[config.mk]
export PLATFORM = sky130hd
export DESIGN_NAME = dcache_mem_arbiter
export DESIGN_NICKNAME = d
export VERILOG_FILES = /design/src/rtl/dcache_mem_arbiter.sv
export SDC_FILE = /design/constraint.sdc
export NUM_CORES = 1
export LEC_CHECK = 0
export BUFFER_PORTS_ARGS = -buffer_cell sky130_fd_sc_hd__buf_2
export CORE_AREA = 2 2 213 215
export CTS_CLUSTER_DIAMETER = 150
export DETAILED_ROUTE_END_ITERATION = 12
export DIE_AREA = 0 0 215 217
export SLEW_MARGIN = 20
export SYNTH_ARGS = -nofsm -noshare
export SYNTH_HDL_FRONTEND = slang
export SYNTH_SLANG_ARGS = --single-unit
[constraint.sdc]
create_clock -name clk_i -period 21.3 [get_ports clk_i]
set_input_delay 2.13 -clock clk_i [delete_from_list [all_inputs] [get_ports clk_i]]
set_output_delay 2.13 -clock clk_i [all_outputs]
set_load 0.02 [all_outputs]
[src/rtl/dcache_mem_arbiter.sv]
// dcache_mem_arbiter: shares one pipelined Wishbone master between D-cache line refills and write-buffer drains.
// Optional write-starvation guard: define DCACHE_ARB_STARVE_GUARD_EN.
module dcache_mem_arbiter #(
    parameter int ADDR_W     = 32,
    parameter int LINE_W     = 128,
    parameter int STARVE_MAX = 4
) (
    input  logic                                  clk_i,
    input  logic                                  rst_i,
    input  logic                                  refill_req_i,
    input  logic [ADDR_W-1:0]                     refill_addr_i,
    output logic                                  refill_valid_o,
    output logic [LINE_W-1:0]                     refill_rdata_o,
    input  logic                                  wb_valid_i,
    input  logic [ADDR_W-1:0]                     wb_addr_i,
    input  logic [31:0]                           wb_data_i,
    input  logic [3:0]                            wb_sel_i,
    output logic                                  wb_pop_o,
    output logic                                  mem_cyc_o,
    output logic                                  mem_stb_o,
    output logic                                  mem_we_o,
    output logic [ADDR_W-$clog2(LINE_W/8)-1:0]    mem_addr_o,
    output logic [LINE_W/8-1:0]                   mem_sel_o,
    output logic [LINE_W-1:0]                     mem_wdata_o,
    input  logic [LINE_W-1:0]                     mem_rdata_i,
    input  logic                                  mem_ack_i,
    input  logic                                  mem_stall_i
);
    localparam int OFF = $clog2(LINE_W / 8);
    localparam int AW  = ADDR_W - OFF;
    localparam int SW  = LINE_W / 8;

    typedef enum logic [2:0] {IDLE, RD_REQ, RD_WAIT, WR_REQ, WR_WAIT} state_t;

    state_t            state_q, state_d;
    logic [AW-1:0]     addr_q, addr_d;
    logic [SW-1:0]     sel_q, sel_d;
    logic [LINE_W-1:0] wdata_q, wdata_d, rdata_q, rdata_d;
    logic              valid_q, valid_d;
    logic [OFF-3:0]    w;
    logic              idle_free, rd_go, wr_go, force_wr;
    logic              unused_bits;

    assign w           = wb_addr_i[OFF-1:2];
    assign unused_bits = ^{wb_addr_i[1:0], refill_addr_i[OFF-1:0]};
    // The refill requester still holds its request in the valid cycle, so no grant is taken then.
    assign idle_free   = (state_q == IDLE) && !valid_q;
    assign rd_go       = idle_free && refill_req_i && !force_wr;
    assign wr_go       = idle_free && wb_valid_i && !rd_go;

`ifdef DCACHE_ARB_STARVE_GUARD_EN
    localparam int CW = $clog2(STARVE_MAX + 1);
    logic [CW-1:0] starve_q, starve_d;

    assign force_wr = wb_valid_i && (starve_q == CW'(STARVE_MAX));

    always_comb begin
        starve_d = starve_q;
        if (rd_go && wb_valid_i && starve_q != CW'(STARVE_MAX)) starve_d = starve_q + 1'b1;
        if (wr_go) starve_d = '0;
    end

    always_ff @(posedge clk_i or posedge rst_i)
        if (rst_i) starve_q <= '0;
        else       starve_q <= starve_d;
`else
    logic unused_cfg;
    assign unused_cfg = STARVE_MAX[0];
    assign force_wr   = 1'b0;
`endif

    always_comb begin
        state_d = state_q;
        addr_d  = addr_q;
        sel_d   = sel_q;
        wdata_d = wdata_q;
        rdata_d = rdata_q;
        valid_d = 1'b0;
        case (state_q)
            IDLE: begin
                if (rd_go) begin
                    state_d = RD_REQ;
                    addr_d  = refill_addr_i[ADDR_W-1:OFF];
                    sel_d   = '1;
                    wdata_d = '0;
                end else if (wr_go) begin
                    state_d = WR_REQ;
                    addr_d  = wb_addr_i[ADDR_W-1:OFF];
                    sel_d   = SW'(wb_sel_i) << (4 * w);
                    wdata_d = LINE_W'(wb_data_i) << (32 * w);
                end
            end
            RD_REQ:  state_d = mem_stall_i ? RD_REQ : RD_WAIT;
            WR_REQ:  state_d = mem_stall_i ? WR_REQ : WR_WAIT;
            RD_WAIT: begin
                if (mem_ack_i) begin
                    state_d = IDLE;
                    rdata_d = mem_rdata_i;
                    valid_d = 1'b1;
                end
            end
            WR_WAIT: begin
                if (mem_ack_i) begin
                    state_d = IDLE;
                    wdata_d = '0;
                end
            end
            default: state_d = IDLE;
        endcase
    end

    always_ff @(posedge clk_i or posedge rst_i)
        if (rst_i) begin
            state_q <= IDLE;
            addr_q  <= '0;
            sel_q   <= '0;
            wdata_q <= '0;
            rdata_q <= '0;
            valid_q <= 1'b0;
        end else begin
            state_q <= state_d;
            addr_q  <= addr_d;
            sel_q   <= sel_d;
            wdata_q <= wdata_d;
            rdata_q <= rdata_d;
            valid_q <= valid_d;
        end

    assign mem_cyc_o      = state_q != IDLE;
    assign mem_stb_o      = (state_q == RD_REQ) || (state_q == WR_REQ);
    assign mem_we_o       = (state_q == WR_REQ) || (state_q == WR_WAIT);
    assign mem_addr_o     = addr_q;
    assign mem_sel_o      = sel_q;
    assign mem_wdata_o    = wdata_q;
    assign wb_pop_o       = (state_q == WR_WAIT) && mem_ack_i;
    assign refill_valid_o = valid_q;
    assign refill_rdata_o = rdata_q;
endmodule

==> results by group <==
STA
  • Hold Vio Cnt, Final: 0
  • Slew HR: between 30 and 40%
  • RSZ-0062 raised after global routing: no
  • TNS Setup: 0 ps
  • Clock Skews: approximately 12 ps
  • Worst hold margin: slightly below 500 ps
  • Post-layout minimum cycle time: around 5200 ps
  • Crit share post-route: between 20% and 30%
  • Worst-Margin Slew: between 900 and 1000 ps
  • Max-slew violation count: 0
  • Final setup vio count: 0
  • Max Fclk: ~0.19 GHz

Pwr
  • P_leak: between 8 and 9 nW
  • Sw power: ~0.0011 W
  • Combinational power share: roughly two fifths
  • Clock Power Share: between 20% and 30%
  • Pwr Density: between 150 and 200 nW/um^2
  • P_int: ~0.0016 W
  • Sequential Power Share: between 30% and 40%
  • Tot Pwr: between 0.002 and 0.003 W
  • Peak VDD IR: a little over 90 uV
  • Sw frac: 41.7%

Logic synthesis
  • Mapped cell area: 13000 sq um
  • Post-synthesis register bit count: between 300 and 400
  • Synth top area cells: dfrtp_1, mux2_2, o31ai_1
  • Distinct cells, synth: 33
  • Most area-hungry cell type in the Yosys netlist: dfrtp_1
  • Register area share after synthesis: approximately three fifths
  • Predominant post-synthesis flop cell: dfrtp_1
  • Post-Syn Nets: roughly 1300
  • EDFF count, synth: 0
  • Syn_area_per_cell: 12.7 sq um
  • Yosys Warn Count: 0
  • Synth top area share: just under 60%
  • FFs w/ async S/R, synth: between 90% and 100%
  • Cells after Synth: 1025

Floorplan
  • Die area: approximately 47000 sq um
  • FP Rows: between 70 and 80
  • I/O Pins: 539
  • Initial core utilization: 29.1%
  • Core box area: roughly 45000 sq um
  • Die X: 215 microns
  • Die Height: about 220 microns

Worst setup path
  • Critical Path End Type: primary output
  • R2R Path Start: state_q[2]
  • Setup CP Type: input pin to primary output
  • Critical Path Source: mem_ack_i
  • Worst-path maximum fanout: 17
  • Critical Path RT: about 19000 ps
  • Reg2reg setup slack: around 18000 ps
  • Startpoint Class: input pin
  • Worst Path Arrival: between 3000 and 4000 ps

Drt
  • First-iteration detailed-routing DRC count: 760
  • Detail Route Antenna Nets: 0
  • Total wire length: between 40 and 50 mm
  • DR WL/cell: a little over 20 microns
  • Via Count: about 11000
  • Via density: between 5 and 6
  • Residual DRC count: 0
  • First-pass DRT Iterations: 5

CTS
  • Post-CTS Setup Bufs: 0
  • Sinks on Clock Net: 304
  • Hold buffer count at cts: 0
  • Clock Path Buffers: 3
  • H-tree levels: 2
  • Root buffer cell: clkbuf_16
  • Clk slew on worst S/H paths: approximately 50 ps
  • Cts repair resizes: 0
  • CTS Buf Count: 36
  • CTS tree: built
  • Clk_lat worst skew: 540 ps

Global route
  • Vias in the first global route: between 10000 and 15000
  • Remaining global-route overflow: 0
  • Total track usage: ~18%
  • Met1 global-route usage: between 20% and 30%
  • Largest net degree at the start of global routing: roughly 130
  • Initial antenna violation count: 2
  • Most Used Layer, Global Route: met2
  • GRT met3 Usage: 4.72%
  • Global-route wire length before repair: between 60 and 70 mm
  • GR Layer Usage met2: between 20 and 30%

Hold path
  • Worst min-delay path startpoint: mem_addr_o[17]
  • Hold crit path type: flip-flop to flip-flop

Cells and area
  • Area grow syn2layout: 32.4%
  • Commonest non-fill, non-tap cell in the layout: buf_2
  • Area of the multi-input gates: just under 5000 sq um
  • Final Core Density: 38.5%
  • Antenna Diode Count: 0
  • Nets@finish: about 1700
  • Layout cells sized above 1: between 50% and 60%
  • Final Non-Filler Cells: 2117
  • FILL cells: 4461
  • Seq. cell area: 7610 sq um
  • Most frequent cells in the layout: buf_2, dfrtp_1, mux2_2, o31ai_1, o211ai_1

Status
  • Outcome: finished clean

Place
  • RePlAce Congestion: 0.791
  • Final HPWL from detailed placement: ~30 mm
  • IO Port Bufs: approximately 530
  • Cell count after placement: slightly above 2000

Flow run
  • Max-cap viol count: 0
## synth_stat cells (2+ instances only)
cell type / n
dfrtp_1: 304
mux2_2: 128
o31ai_1: 128
o211ai_1: 82
nand3_1: 54
clkbuf_1: 52
buf_2: 47
o211ai_2: 46
nand2_1: 33
nand2b_1: 33
o21ai_0: 30
a32oi_1: 27
a21oi_1: 18
buf_1: 9
buf_6: 7
inv_1: 4
nor2b_1: 4
o21ai_1: 3
nor2_1: 2
## per-layer routing
metal  wire (microns)  vias to the layer above
met2            20700                      411
met4             1170                        2
met5               11                        -
met1            18400                     5454
li1                 -                     4822
met3             2920                       75
## cells by family after synthesis
kind of cell / share of synthesized area, %
XOR/XNOR: 0.0674
flip-flops: 58.5
AND/OR/NAND/NOR: 5.47
buffers and inverters: 4.29
AO/OA/AOI/OAI: 20.6
multiplexers: 11.1
## power groups by stage
stage                     Sequential, W  Clock (W)  Combinational, W
final                          0.000942   0.000602           0.00112
after global routing           0.000971   0.000646           0.00120
after CTS                      0.000943   0.000619           0.00113
after detailed placement       0.000946          0           0.00113
after global placement         0.000939          0           0.00112
after floorplan                 0.00122          0          0.000467
## registers in the layout, summed over array words and instances (netlist names)
| register | cells |
|---|---|
| mem_addr_o | 28 |
| mem_wdata_o | 128 |
| refill_valid_o | 1 |
| refill_rdata_o | 128 |
| mem_sel_o | 16 |
| state_q | 3 |
## worst max-delay path: stages
cell	delay (ps)
buf_2	150
nand4bb_4	400
inv_1	150
buf_2	190
## through the flow
step           setup WS [ps]  cell area, sq um
2_1_floorplan          10770             13000
3_3_place_gp           16090             16100
3_5_place_dp           16080             16100
4_1_cts                16080             17200
5_1_grt                16020             17200
6_report               16130             17200
## worst paths after layout
kind | depth (start not counted) | end
worst max-delay path | 4 | wb_pop_o
worst min-delay path | 2 | mem_addr_o[17]
worst max register to register | 5 | mem_wdata_o[102]
worst min register to register | 2 | mem_addr_o[17]
max in group asynchronous | 4 | mem_wdata_o[50]
min in group asynchronous | 2 | refill_rdata_o[111]
## area by class of cell
cell class / count / area share (%)
repair buffers: 548 / 16.2
well taps: 600 / 4.36
clock buffers: 50 / 5.89
flip-flops and latches: 304 / 44.2
clock inverters: 9 / 0.763
multi-input cells: 602 / 28.5
inverters: 4 / 0.131
Note: power is estimated with default switching activity, not from simulation.
